File: config.mk
export PLATFORM = sky130hd
export DESIGN_NAME = imem_fetch_arbiter
export DESIGN_NICKNAME = d
export VERILOG_FILES = /design/src/rtl/imem_fetch_arbiter.sv
export SDC_FILE = /design/constraint.sdc
export NUM_CORES = 1
export LEC_CHECK = 0
export CAP_MARGIN = 20
export CORE_MARGIN = 4
export CORE_UTILIZATION = 40
export DETAILED_ROUTE_END_ITERATION = 8
export PLACE_DENSITY_LB_ADDON = 0.2
export SYNTH_ARGS = -nofsm -noshare
export SYNTH_HDL_FRONTEND = slang
export SYNTH_SLANG_ARGS = --single-unit
File: constraint.sdc
create_clock -name clk -period 2.8 [get_ports clk]
set_input_delay 0.56 -clock clk [delete_from_list [all_inputs] [get_ports clk]]
set_output_delay 0.56 -clock clk [all_outputs]
set_load 0.01 [all_outputs]
File: src/rtl/imem_fetch_arbiter.sv
// rtl/imem_fetch_arbiter.sv - round-robin sharing of one sync-read instruction memory among NUM_PE fetchers
module imem_fetch_arbiter #(
  parameter int NUM_PE = 4,
  parameter int ADDR_W = 8,
  parameter int DATA_W = 32
) (
  input  logic                     clk,
  input  logic                     rst,
  input  logic [NUM_PE-1:0]        req,
  input  logic [NUM_PE*32-1:0]     req_pc,
  output logic [NUM_PE-1:0]        req_ready,
  input  logic [NUM_PE-1:0]        flush,
  output logic                     mem_en,
  output logic [ADDR_W-1:0]        mem_addr,
  input  logic [DATA_W-1:0]        mem_rdata,
  output logic [NUM_PE-1:0]        resp_valid,
  output logic [NUM_PE*DATA_W-1:0] resp_instr,
  output logic                     busy
);

  localparam int PTR_W = (NUM_PE > 1) ? $clog2(NUM_PE) : 1;

  logic [NUM_PE-1:0]        pending_q, pending_d;
  logic [ADDR_W-1:0]        pc_q [NUM_PE];
  logic [ADDR_W-1:0]        pc_d [NUM_PE];
  logic [PTR_W-1:0]         rr_ptr_q, rr_ptr_d;
  logic                     infl_v_q, infl_v_d;
  logic [PTR_W-1:0]         infl_id_q, infl_id_d;
  logic [NUM_PE-1:0]        resp_valid_q, resp_valid_d;
  logic [NUM_PE*DATA_W-1:0] resp_instr_q, resp_instr_d;

  logic [NUM_PE-1:0] cand;
  logic              win_v;
  logic [PTR_W-1:0]  win_id;
  logic [PTR_W:0]    scan_sum;
  logic [PTR_W-1:0]  scan_idx;
  logic              unused_pc_bits;

  // Only the word-index bits of each PC reach the memory; the rest wrap silently.
  assign unused_pc_bits = ^req_pc;

  always_comb begin
    cand     = pending_q & ~flush;
    win_v    = 1'b0;
    win_id   = '0;
    scan_sum = '0;
    scan_idx = '0;
    for (int k = 0; k < NUM_PE; k++) begin
      scan_sum = {1'b0, rr_ptr_q} + (PTR_W+1)'(k);
      if (scan_sum >= (PTR_W+1)'(NUM_PE)) begin
        scan_sum = scan_sum - (PTR_W+1)'(NUM_PE);
      end
      scan_idx = scan_sum[PTR_W-1:0];
      if (!win_v && cand[scan_idx]) begin
        win_v  = 1'b1;
        win_id = scan_idx;
      end
    end
  end

  assign mem_en     = win_v;
  assign mem_addr   = pc_q[win_id];
  assign req_ready  = ~pending_q;
  assign busy       = (|pending_q) | infl_v_q;
  assign resp_valid = resp_valid_q;
  assign resp_instr = resp_instr_q;

  always_comb begin
    pending_d    = pending_q;
    pc_d         = pc_q;
    rr_ptr_d     = rr_ptr_q;
    infl_v_d     = win_v;
    infl_id_d    = infl_id_q;
    resp_valid_d = '0;
    resp_instr_d = resp_instr_q;

    if (win_v) begin
      pending_d[win_id] = 1'b0;
      infl_id_d         = win_id;
      rr_ptr_d          = (win_id == PTR_W'(NUM_PE-1)) ? '0 : win_id + PTR_W'(1);
    end

    // A granted slot is still pending this cycle, so it cannot re-accept until next cycle.
    for (int i = 0; i < NUM_PE; i++) begin
      if (flush[i]) begin
        pending_d[i] = 1'b0;
      end else if (req[i] && !pending_q[i]) begin
        pending_d[i] = 1'b1;
        pc_d[i]      = req_pc[32*i +: ADDR_W];
      end

      if (infl_v_q && (infl_id_q == PTR_W'(i)) && !flush[i]) begin
        resp_valid_d[i]                   = 1'b1;
        resp_instr_d[DATA_W*i +: DATA_W]  = mem_rdata;
      end
    end
  end

  always_ff @(posedge clk) begin
    if (rst) begin
      pending_q    <= '0;
      rr_ptr_q     <= '0;
      infl_v_q     <= 1'b0;
      infl_id_q    <= '0;
      resp_valid_q <= '0;
      resp_instr_q <= '0;
      for (int i = 0; i < NUM_PE; i++) begin
        pc_q[i] <= '0;
      end
    end else begin
      pending_q    <= pending_d;
      rr_ptr_q     <= rr_ptr_d;
      infl_v_q     <= infl_v_d;
      infl_id_q    <= infl_id_d;
      resp_valid_q <= resp_valid_d;
      resp_instr_q <= resp_instr_d;
      for (int i = 0; i < NUM_PE; i++) begin
        pc_q[i] <= pc_d[i];
      end
    end
  end

endmodule

== After elaboration in Yosys (flattened, before gate mapping) ==
Index checks and enable logic that the tools add are counted.
Cells by class
  add/subtract/negate cells: 8
  multiply operators: 0
  divide/modulo/power cells: 0
  order comparisons: 11
  equality and inequality tests: 4
  shift operators: 0
  muxes and demuxes: 35
  bitwise gates (word level): 11
  reductions and logical operators: 41
Operators with widths (number)
  2-bit 2-to-1 mux: 9
  1-bit 2-to-1 mux: 17
  8-bit binary-select mux with 2-bit select: 1
  1-bit logical AND: 16
  8-bit 2-to-1 mux: 2
  2-bit by 3-bit < comparator with 1-bit output (second input constant): 5
  3-bit >= comparator (second input constant): 4
  4-bit inverter: 3
  1-bit zero test: 11
  4-bit AND: 2
  1-bit binary-select mux with 2-bit select: 4
  2-bit AND reduction: 4
  2-bit nonzero test: 4
  2-bit OR reduction: 4
  2-bit by 1-bit subtractor with 2-bit output (second input constant): 4
  2-bit by 2-bit adder with 3-bit output (second input constant): 2
  2-bit equality test (second input constant): 3
  4-bit 2-to-1 mux: 1
  1-bit inverter: 4
  4-bit OR reduction: 1
  2-bit by 1-bit adder with 3-bit output (second input constant): 1
  2-bit by 3-bit >= comparator with 1-bit output (second input constant): 1
  2-bit inverter with 3-bit output: 1
  2-bit by 1-bit adder with 2-bit output (second input constant): 1
  5 further kinds: 5
Word-level totals
  register bits after elaboration: 173
  bits in latches: 0
  RAM bits: 0
  memory bits (read-only): 0
  input port bits: 170
  output and inout bits: 146
  logic and storage cells: 126
  memories kept: 0

== Longest topological paths before layout ==
Gate-level depths: netlist (run 1).
  word-level depth: 22
  depth in mapped cells: 8
  gate-level depth less buffers: 7

== Least setup slack after synthesis (run 1) ==
OpenSTA, ideal clock, no wires.
  path type: input to output
  start point: input flush[2]
  end point: output mem_addr[0]
  arrival: 1.692 ns
  required time: 2.240 ns
  setup slack: 0.548 ns
  stages on the path: 5
  buffers on the path: 1
  cell sequence: nand2b_1 > a211oi_1 > o32a_1 > buf_6 > mux2i_1
On the way
  longest elaborated chain between the ends: 18
  elaborated cells on any way between the ends: 27
  classes of those cells: mux (18); bitwise (3); reduce/logical (6)
Ends and longest elaborated chain
  start, declared: RTL line 12  | input logic [NUM_PE-1:0] flush,
  4-bit inverter *: RTL line 43  | cand = pending_q & ~flush;
  4-bit AND *: RTL line 43
  1-bit binary-select mux with 2-bit select: RTL line 54  | if (!win_v && cand[scan_idx]) begin
  1-bit 2-to-1 mux (not written as such): RTL line 54
  1-bit 2-to-1 mux: RTL line 54
  1-bit zero test: RTL line 54
  1-bit logical AND: RTL line 54
  1-bit 2-to-1 mux: RTL line 54
  1-bit zero test: RTL line 54
  1-bit logical AND: RTL line 54
  1-bit 2-to-1 mux: RTL line 54
  1-bit zero test: RTL line 54
  1-bit logical AND: RTL line 54
  2-bit 2-to-1 mux *: RTL line 54
  2-bit inverter with 3-bit output (not written as such) *: RTL line 62  | assign mem_addr = pc_q[win_id];
  8-bit binary-select mux with 2-bit select *: RTL line 62
  8-bit 2-to-1 mux (not written as such) * (2 in a row): RTL line 62
  end, declared: RTL line 14  | output logic [ADDR_W-1:0] mem_addr,
Mark *: on every way between the ends. The rest lies on a longest branch, timed or not. The select of a mux whose other input is x is not followed.

== Worst setup path in the final report (run 1) ==
  start point: input flush[2]
  end point: output mem_addr[6]
Same word-level chain as after synthesis.

==> reports/results.txt, run 1 <==
FILL cells: 1400
drt total wl: 19200 um
Slew @ Worst Pin: 849 ps
largest net degree at the start of global routing: 62
largest family of logic cells by synthesized area: simple AND/OR/NAND/NOR gates
fin area: 9630 um^2
DR vias/cell: 4.86
Critical Path Sink Type: output pin
cell area after synthesis: 6380 um^2
htree depth: 4
sequential area share after synthesis: 54.3%
gr usage total: 21.1%
Post-DP Area: 8890 um^2
Sink Count: 173
Die H: 134 um
vias in the first global route: 5735
Final Setup Violations: 0
Die ar.: 18000 um^2
worst-path cell chain: dlygate4sd2_1 -> nand2b_4 -> buf_4 -> a211oi_2 -> o32a_1 -> buf_12 -> mux2i_2 -> buf_2
Max-cap violations: 0
crit-path max FO: 10
Max Clk Rate: 0.373 GHz
vias: 5908
post-synthesis xor/xnor area fraction: 0%
Pwr per Cell Area: 549 nW/um^2
Initial Util: 41.4%
DR pass1 iterations: 5
Clk pin slew, worst setup/hold paths: 60 ps
Peak VDD IR: 0.000384 V
HPWL after detailed placement: 12700 um
Ys Warns: 0
ys flop type: dfxtp_1
count of different cell masters after synthesis: 32
Final min period: 2680 ps
DP Worst Slack: -402 ps
commonest non-fill, non-tap cell in the layout: nand2_1
Final WS setup: 116 ps
WP data arrival: 2120 ps
Max Buffers Root-to-Sink: 2
IO Pins: 316
Mapped Nets: 944
CTS buffer count: 17
simple-gate area share of the yosys netlist: 21.2%
post-synthesis register bit count: 173
worst-skew pair later-pin latency: 420 ps
Slew Limit Fails: 0
initial antenna violation count: 0
compound-cell area share of the yosys netlist: 12.3%
first-pass GRT wire length: 30200 um
initial DRC count: 278
P_leak: 3.33 nW
Placer Congestion: 0.801
CP top delay family: buffers and inverters
Slew headroom: 43.4%
hold_buf cts: 0
Die W: 134 um
DR WL/cell: 15.8 um
status: finished clean
ANT cells: 0
Critical Path Max Stage Delay: 250 ps
unrepaired setup endpoints after global routing: no
area delta synth->final: 50.9%
number of nets with antenna violations after routing: 0
total grt overflow: 0
Final nets: 1164
hold violation total from the final report: 0
Core Rows: 45
Syn Area/Cell: 8.25 um^2
share of layout cells above drive strength 1: 9.66%
Crit-path slowest cell: o32a_1
CTS tree: done
type of the worst min-delay path: in2reg
Setup CP Type: in2out
Crit path buffers/inverters: 4
Synth Area in Adders: 0.196%
post-synthesis mux area share: 7.69%
IO Port Bufs: 219
Layout Utilization: 62.4%
worst endpoint required time: 2240 ps
Total Neg Setup Slack: 0 ps
Root Driver: clkbuf_16
Post-synth EDFFs: 0
final worst path period share: 95.9%
FFs w/ async S/R, synth: 0%
Post-Synthesis Cells: 773
DRC viols: 0
skew final: 10.1 ps
startpoint types: primary input
most frequent cells in the layout: nand2_1 (278), clkdlybuf4s50_1 (206), dfxtp_1 (169), a21oi_1 (141), mux2i_1 (46)
area of the core: 15400 um^2
==> state kept, by name, indices dropped and copies added (netlist names) <==
| register | flops |
|---|---|
| rr_ptr_q | 2 |
| infl_id_q | 2 |
| resp_instr | 128 |
| pending_q | 4 |
| infl_v_q | 1 |
| pc_q | 32 |
| resp_valid | 4 |
==> metrics by stage <==
stage | instances | total power [mW] | hold WS (ps)
after floorplan | 773 | 2.80 | 436
after global placement | 1175 | 3.08 | 440
after detailed placement | 1175 | 3.08 | 445
after CTS | 1214 | 5.33 | 454
after global routing | 1215 | 5.50 | 451
final | 1215 | 5.29 | 441
==> worst register-to-register path: stages (launching register included) <==
cell	delay, ps
dfxtp_1	380
and2b_4	220
buf_4	140
a211oi_2	40
o32a_1	390
buf_4	150
buf_4	130
ha_1	200
or3_1	360
a21oi_1	130
==> final timing paths <==
| check | startpoint | end | slack (ps) | cells after the start |
|---|---|---|---|---|
| worst max-delay path | flush[2] | mem_addr[6] | 120 | 8 |
| worst min-delay path | flush[3] | pending_q[3]$_SDFFE_PP0P_ | 440 | 3 |
| worst max register to register | pending_q[1]$_SDFFE_PP0P_ | rr_ptr_q[0]$_SDFFE_PP0P_ | 570 | 9 |
| worst min register to register | resp_instr[107]$_SDFFE_PP0P_ | resp_instr[107]$_SDFFE_PP0P_ | 450 | 2 |
==> synth_stat cells, drive strengths merged, types with 3 or more instances <==
cell	instances	area share [%]
buf	18	1.7
o22ai	3	0.39
mux2i	49	7.7
dfxtp	173	54
nor2	35	2.1
nand2b	3	0.29
nand2	278	16
nor3	5	0.55
nor3b	5	0.67
a21oi	142	11
or3	3	0.29
clkbuf	36	2.1
inv	8	0.47
==> kinds of logic (layout without fill, tap and decap cells) <==
family | count (synthesis) | count (layout)
buffers and inverters | 62 | 293
muxes | 49 | 49
and+or+nand+nor | 337 | 337
AOI/OAI and AO/OA | 151 | 151
adders and majority gates | 1 | 1
DFF | 173 | 173
==> cell type report <==
class                           instances  area (um^2)  area share, %
Sequential cell                       173         3470           36.0
Multi-Input combinational cell        538         2760           28.7
Tap cell                              211          264           2.74
Clock inverter                          7         92.6          0.962
Inverter                                8         30.0          0.312
Timing Repair Buffer                  255         2560           26.6
Clock buffer                           23          448           4.65
==> layer usage <==
layer | routed length, um | vias to the layer above | global-route usage, %
li1 | - | 2954 | -
met1 | 8610 | 2740 | 27.5
met2 | 8900 | 195 | 33.7
met3 | 1470 | 19 | 6.04
met4 | 248 | 0 | 6.96
met5 | 0 | - | 0
==> repair_timing <==
action | in CTS | in global routing
endpoints found under the setup margin | 8 | 8
resized for setup | 53 | 16
hold endpoints to repair | 0 | 0
cloned | 3 | 0
pin swaps | 3 | 5
setup buffers | 6 | 1
==> where the power goes <==
group | leakage [nW] | switching, mW | internal (mW) | total (mW)
Combinational | 1.68 | 0.241 | 0.280 | 0.521
Clock | 0.253 | 0.921 | 1.30 | 2.22
Sequential | 1.40 | 0.0361 | 2.51 | 2.55
Total | 3.33 | 1.20 | 4.09 | 5.29
No activity file was read; power rests on OpenSTA's default activity.
==> inputs of run 2 (changes only) <==
--- a/config.mk
+++ b/config.mk
@@ -5,11 +5,12 @@
 export SDC_FILE = /design/constraint.sdc
 export NUM_CORES = 1
 export LEC_CHECK = 0
-export CAP_MARGIN = 20
+export CAP_MARGIN = 25
 export CORE_MARGIN = 4
 export CORE_UTILIZATION = 40
 export DETAILED_ROUTE_END_ITERATION = 8
 export PLACE_DENSITY_LB_ADDON = 0.2
+export SLEW_MARGIN = 10
 export SYNTH_ARGS = -nofsm -noshare
 export SYNTH_HDL_FRONTEND = slang
 export SYNTH_SLANG_ARGS = --single-unit
==> results of run 2 <==
No change in the layout: final DEF, timing and power equal those of run 1.
